--- config.mk ---
export PLATFORM = sky130hd
export DESIGN_NAME = fifo_up_buffer_flat
export DESIGN_NICKNAME = d
export VERILOG_FILES = /design/src/rtl/fifo_up_buffer_if.sv /design/src/rtl/fifo_up_buffer.sv /design/src/flat_wrapper.sv
export SDC_FILE = /design/constraint.sdc
export NUM_CORES = 1
export LEC_CHECK = 0
export ABC_AREA = 1
export CORE_MARGIN = 2
export CORE_UTILIZATION = 35
export DETAILED_ROUTE_END_ITERATION = 8
export DONT_BUFFER_PORTS = 1
export SLEW_MARGIN = 20
export SYNTH_ARGS = -nofsm -noshare
export SYNTH_HDL_FRONTEND = slang
export SYNTH_SLANG_ARGS = --single-unit
--- constraint.sdc ---
create_clock -name clk -period 7 [get_ports clk]
set_clock_uncertainty 0.05 [all_clocks]
set_input_delay 0.7 -clock clk [delete_from_list [all_inputs] [get_ports clk]]
set_output_delay 0.7 -clock clk [all_outputs]
set_load 0.05 [all_outputs]
--- src/rtl/fifo_up_buffer_if.sv ---
// Handshake and status bundle between a demux lane, its FIFO and the consumer.
interface fifo_up_buffer_if #(
    parameter int unsigned DATA_SIZE = 10,
    parameter int unsigned ADDR_SIZE = 3
);
    logic                   push;
    logic [DATA_SIZE-1:0]   data_in;
    logic                   pop;
    logic [DATA_SIZE-1:0]   data_out;
    logic                   valid_out;
    logic                   full;
    logic                   empty;
    logic                   almost_full;
    logic                   almost_empty;
    logic [ADDR_SIZE:0]     count;
    logic                   error;

    // Producer/consumer side: issues requests, observes data and status.
    modport master (
        output push, data_in, pop,
        input  data_out, valid_out, full, empty,
        input  almost_full, almost_empty, count, error
    );

    // FIFO side: accepts requests, returns data and status.
    modport slave (
        input  push, data_in, pop,
        output data_out, valid_out, full, empty,
        output almost_full, almost_empty, count, error
    );
endinterface

--- src/rtl/fifo_up_buffer.sv ---
// Single-clock FIFO placed after each demux output lane. Stores words in
// order, raises almost_full early enough to absorb the demux push pipeline,
// and records any blocked overflow/underflow attempt in a sticky error flag.
module fifo_up_buffer #(
    parameter int unsigned DATA_SIZE    = 10,
    parameter int unsigned ADDR_SIZE    = 3,
    parameter int unsigned AF_THRESHOLD = 6,
    parameter int unsigned AE_THRESHOLD = 1
) (
    input  logic              clk,
    input  logic              reset,
    fifo_up_buffer_if.slave   bus
);

    localparam int unsigned DEPTH = 1 << ADDR_SIZE;
    localparam int unsigned CNT_W = ADDR_SIZE + 1;

    // Storage and pointers.
    logic [DATA_SIZE-1:0] mem_q [DEPTH];
    logic [DATA_SIZE-1:0] mem_d [DEPTH];
    logic [ADDR_SIZE-1:0] wr_ptr_q, wr_ptr_d;
    logic [ADDR_SIZE-1:0] rd_ptr_q, rd_ptr_d;
    logic [CNT_W-1:0]     count_q,  count_d;

    // Read port and status registers.
    logic [DATA_SIZE-1:0] data_out_q, data_out_d;
    logic                 valid_out_q, valid_out_d;
    logic                 error_q, error_d;

    // Combinational decodes of the registered occupancy.
    logic full_c;
    logic empty_c;
    logic almost_full_c;
    logic almost_empty_c;

    // Request qualification.
    logic push_acc_c;
    logic pop_acc_c;
    logic overflow_c;
    logic underflow_c;

    // Status flags depend only on the registered count.
    always_comb begin
        full_c         = (count_q == CNT_W'(DEPTH));
        empty_c        = (count_q == CNT_W'(0));
        almost_full_c  = (count_q >= CNT_W'(AF_THRESHOLD));
        almost_empty_c = (count_q <= CNT_W'(AE_THRESHOLD));
    end

    // Accept/reject decisions; a pop on a full FIFO makes room for a push.
    always_comb begin
        pop_acc_c   = bus.pop && !empty_c;
        push_acc_c  = bus.push && (!full_c || pop_acc_c);
        overflow_c  = bus.push && full_c && !pop_acc_c;
        underflow_c = bus.pop && empty_c;
    end

    // Next-state computation for pointers, occupancy, read port and error.
    always_comb begin
        mem_d       = mem_q;
        wr_ptr_d    = wr_ptr_q;
        rd_ptr_d    = rd_ptr_q;
        count_d     = count_q;
        data_out_d  = data_out_q;
        valid_out_d = 1'b0;
        error_d     = error_q;

        if (push_acc_c) begin
            mem_d[wr_ptr_q] = bus.data_in;
            wr_ptr_d        = wr_ptr_q + ADDR_SIZE'(1);
        end

        if (pop_acc_c) begin
            data_out_d  = mem_q[rd_ptr_q];
            rd_ptr_d    = rd_ptr_q + ADDR_SIZE'(1);
            valid_out_d = 1'b1;
        end

        case ({push_acc_c, pop_acc_c})
            2'b10:   count_d = count_q + CNT_W'(1);
            2'b01:   count_d = count_q - CNT_W'(1);
            default: count_d = count_q;
        endcase

        if (overflow_c || underflow_c) begin
            error_d = 1'b1;
        end
    end

    // Control registers with synchronous reset; reset wins over push/pop.
    always_ff @(posedge clk) begin
        if (reset) begin
            wr_ptr_q    <= '0;
            rd_ptr_q    <= '0;
            count_q     <= '0;
            data_out_q  <= '0;
            valid_out_q <= 1'b0;
            error_q     <= 1'b0;
        end else begin
            wr_ptr_q    <= wr_ptr_d;
            rd_ptr_q    <= rd_ptr_d;
            count_q     <= count_d;
            data_out_q  <= data_out_d;
            valid_out_q <= valid_out_d;
            error_q     <= error_d;
        end
    end

    // Storage array is not cleared by reset; writes are blocked while in reset.
    always_ff @(posedge clk) begin
        if (!reset) begin
            mem_q <= mem_d;
        end
    end

    // Drive the interface.
    assign bus.data_out     = data_out_q;
    assign bus.valid_out    = valid_out_q;
    assign bus.full         = full_c;
    assign bus.empty        = empty_c;
    assign bus.almost_full  = almost_full_c;
    assign bus.almost_empty = almost_empty_c;
    assign bus.count        = count_q;
    assign bus.error        = error_q;

endmodule
--- src/flat_wrapper.sv ---
// flat-port wrapper written by rule: the top's interface ports become plain ports
module fifo_up_buffer_flat 
#(
    parameter int unsigned DATA_SIZE    = 10,
    parameter int unsigned ADDR_SIZE    = 3,
    parameter int unsigned AF_THRESHOLD = 6,
    parameter int unsigned AE_THRESHOLD = 1
)
  (clk, reset, bus_push, bus_data_in, bus_pop, bus_data_out, bus_valid_out, bus_full, bus_empty, bus_almost_full, bus_almost_empty, bus_count, bus_error);
  fifo_up_buffer_if #(.DATA_SIZE(DATA_SIZE), .ADDR_SIZE(ADDR_SIZE)) bus_i ();
  input  logic clk;
  input  logic reset;
  input wire logic [$bits(bus_i.push)-1:0] bus_push;
  input wire logic [$bits(bus_i.data_in)-1:0] bus_data_in;
  input wire logic [$bits(bus_i.pop)-1:0] bus_pop;
  output wire logic [$bits(bus_i.data_out)-1:0] bus_data_out;
  output wire logic [$bits(bus_i.valid_out)-1:0] bus_valid_out;
  output wire logic [$bits(bus_i.full)-1:0] bus_full;
  output wire logic [$bits(bus_i.empty)-1:0] bus_empty;
  output wire logic [$bits(bus_i.almost_full)-1:0] bus_almost_full;
  output wire logic [$bits(bus_i.almost_empty)-1:0] bus_almost_empty;
  output wire logic [$bits(bus_i.count)-1:0] bus_count;
  output wire logic [$bits(bus_i.error)-1:0] bus_error;
  assign bus_i.push = bus_push;
  assign bus_i.data_in = bus_data_in;
  assign bus_i.pop = bus_pop;
  assign bus_data_out = bus_i.data_out;
  assign bus_valid_out = bus_i.valid_out;
  assign bus_full = bus_i.full;
  assign bus_empty = bus_i.empty;
  assign bus_almost_full = bus_i.almost_full;
  assign bus_almost_empty = bus_i.almost_empty;
  assign bus_count = bus_i.count;
  assign bus_error = bus_i.error;
  fifo_up_buffer #(.DATA_SIZE(DATA_SIZE), .ADDR_SIZE(ADDR_SIZE), .AF_THRESHOLD(AF_THRESHOLD), .AE_THRESHOLD(AE_THRESHOLD)) u_core (.clk(clk), .reset(reset), .bus(bus_i));
endmodule
==> impl_results.md <==
* Outcome: finished, final reports clean
* Number of buffers created by CTS at 9
* Average size of a mapped cell at 10.0 um^2
* First-pass iteration count of the detailed router at 4
* Via count of the first global-routing pass at 2916
* Maximum net fanout on the critical path at 7
* Count of buffers added by post-CTS timing repair for setup at 0
* Area share of the largest cell type after synthesis at 53.5%
* Cell types with the largest area share after synthesis: edfxtp_1 (53%), nand2_1 (10%), dfxtp_1 (9.8%)
* Total Neg Setup Slack at 0 ps
* H-tree Lvls at 3
* Clk root buf: clkbuf_16
* Post-layout power at 1.72 mW
* Post-DP HPWL at 6680 um
* Crit end category: flop
* Signal arrival time at the worst endpoint at 3350 ps
* Leakage dissipation at 1.99 nW
* Boundary pin count at 34
* Number of standard cells after synthesis at 448
* Total congestion overflow after global routing at 0
* DIE HEIGHT at 117 um
* Fraction of layout cells with a size suffix above 1 at 10.3%
* Largest net degree at the start of global routing at 43
* Clock edge transition at the registers on the reported setup and hold paths at 70 ps
* Count of antenna-violating nets left after detailed routing at 0
* Library cell contributing the largest single delay on the critical path: nor3_2
* Setup repair after global routing missed its margin: no
* Summed area of non-filler cells in the final layout at 0.00492 mm^2
* Startpoint Class: flop
* Slew margin rel. at 29.7%
* Portion of the clock cycle consumed by the worst path in the final layout at 44.6%
* Number of warnings reported in the yosys synthesis log at 0
* Post-DR wirelength/cell at 16.2 um
* RD Place Congestion at 0.856
* Register area share after synthesis at 63.3%
* Number of buffers inserted by port buffering at 0
* CTS resizes at 0
* Delay of the slowest critical-path stage at 750 ps
* Prevailing post-synth register cell: edfxtp_1
* Die W at 117 um
* Most frequent cell after synthesis: nand2_1
* Share of flip-flops with an asynchronous set or reset after synthesis at 0%
* Die Outline Area at 0.0138 mm^2
* Setup ws final at 3880 ps
* Routed wire length at 10000 um
* Vias per inst at 4.76
* Final net count at 463
* Path class of the lowest-slack min-delay path: input pin to flop
* Number of endpoints with negative hold slack in the final report at 0
* Highest Clock Rate at 321 MHz
* Post-synthesis register bit count at 102
* Transition time at the pin with the least slew margin at 1050 ps
* Final max-slew violation count at 0
* Core region area at 0.0126 mm^2
* DR vias at 2949
* DP Worst Slack at 3880 ps
* Antenna violations before repair at 0
* Count of final setup violators at 0
* Layout area overhead at 9.44%
* Netlist area before placement at 0.00449 mm^2
* Clock sinks at 102
* Maximum number of buffers from clock root to sink at 2
* Chain of cells forming the critical path: inv_1, ha_1, inv_1, nor3_2, nand2_2, nand2_4, ha_1, nor2_1, nand4_1, nand2_1, o21ai_0, a21oi_1
* Critical setup path kind: flop to flop
* Number of enable-type register cells in the synthesized netlist at 80
* Number of buffers added to fix hold violations after cts at 0
* Number of core rows at 41
* Diodes inserted at 0
* DRC viols at 0
* Effective utilization at floorplan at 35.7%
* Final critical path time including I/O delays and setup at 3120 ps
* Clock tree from TritonCTS: yes
* Wire length of the first global-routing pass at 16000 um
* Cell accounting for the most synthesized area: edfxtp_1
* P per Cell Area at 350 mW/mm^2
* Worst-Skew Late Latency at 340 ps
* Final worst hold slack at 356 ps
* Maximum Capacitance Violations at 0
* Top cells by count, synth: nand2_1 (120), edfxtp_1 (80), inv_1 (73)
* IR drop worst, VDD at 0.144 mV
* Syn Nets at 469
* Global router's overall resource usage at 15.5%
* Critical path data required time at 7230 ps
* Post-placement cell area at 0.00462 mm^2
* Post-synth cell types at 28
* Number of DRC markers after the initial detailed-route iteration at 211
routing by layer:
metal	wire length (um)	share of wire (%)	track usage [%]
met1	4370	44	19.7
met2	4970	50	25.8
met3	526	5.2	4.18
met4	160	1.6	4.74
met5	0	0	0
placed cells by master (no fill, tap or decap), types with 7 or more instances in the layout:
cell type / n
nand2_1: 120
edfxtp_1: 80
inv_1: 73
nand3_1: 55
dfxtp_1: 22
nor2_1: 18
nand3_2: 9
a21oi_2: 9
a21oi_1: 9
clkbuf_16: 9
ha_1: 7
report_power, final:
group          internal (mW)  total (mW)  switching [mW]
sequential             0.693       0.818           0.125
combinational          0.114       0.407           0.294
clock                  0.285       0.496           0.210
layout make-up:
| class | instances | area, um^2 |
|---|---|---|
| Fill cell | 1225 | 7650 |
| Clock buffer | 12 | 246 |
| Inverter | 78 | 295 |
| Timing Repair Buffer | 2 | 15.0 |
| Multi-Input combinational cell | 249 | 1260 |
| Clock inverter | 4 | 46.3 |
| Sequential cell | 102 | 2840 |
| Tap cell | 172 | 215 |
worst max-delay path: cells and delay by family, from the launching register on:
family / cells / cell delay (ps)
AND/OR/NAND/NOR: 6 / 1430
AO/OA/AOI/OAI: 2 / 220
adder cells (fa/ha/maj): 2 / 500
flip-flops: 1 / 510
buffers and inverters: 2 / 340
state kept, by name, summed over array words and instances, names as in the netlist:
register / cells
u_core.mem_q: 80
u_core.bus.error: 1
u_core.bus.count: 4
u_core.rd_ptr_q: 3
u_core.bus.valid_out: 1
u_core.wr_ptr_q: 3
u_core.bus.data_out: 10
cells by family after synthesis:
logic type | after synthesis | synth area share (%)
and+or+nand+nor | 212 | 21.3
AOI/OAI and AO/OA | 28 | 4.15
DFF | 102 | 63.3
buffers and inverters | 97 | 8.91
adders and majority gates | 7 | 1.95
xor gates and xnor gates | 2 | 0.390
through the flow:
| stage | util, % | std cells |
|---|---|---|
| after floorplan | - | 448 |
| after global placement | 36.8 | 603 |
| after detailed placement | 36.8 | 603 |
| after CTS | 39.1 | 619 |
| after global routing | 39.1 | 619 |
| final | 39.1 | 619 |
worst paths after layout:
check	start	end	slack [ps]	cells after the start
setup / recovery	u_core.bus.count[0]	u_core.bus.count[3]	3880	12
hold / removal	reset	u_core.bus.data_out[0]	360	1
setup reg to reg	u_core.bus.count[0]	u_core.bus.count[3]	3880	12
hold reg to reg	u_core.wr_ptr_q[2]	u_core.wr_ptr_q[2]	500	2
No activity file was read; power rests on OpenSTA's default activity.
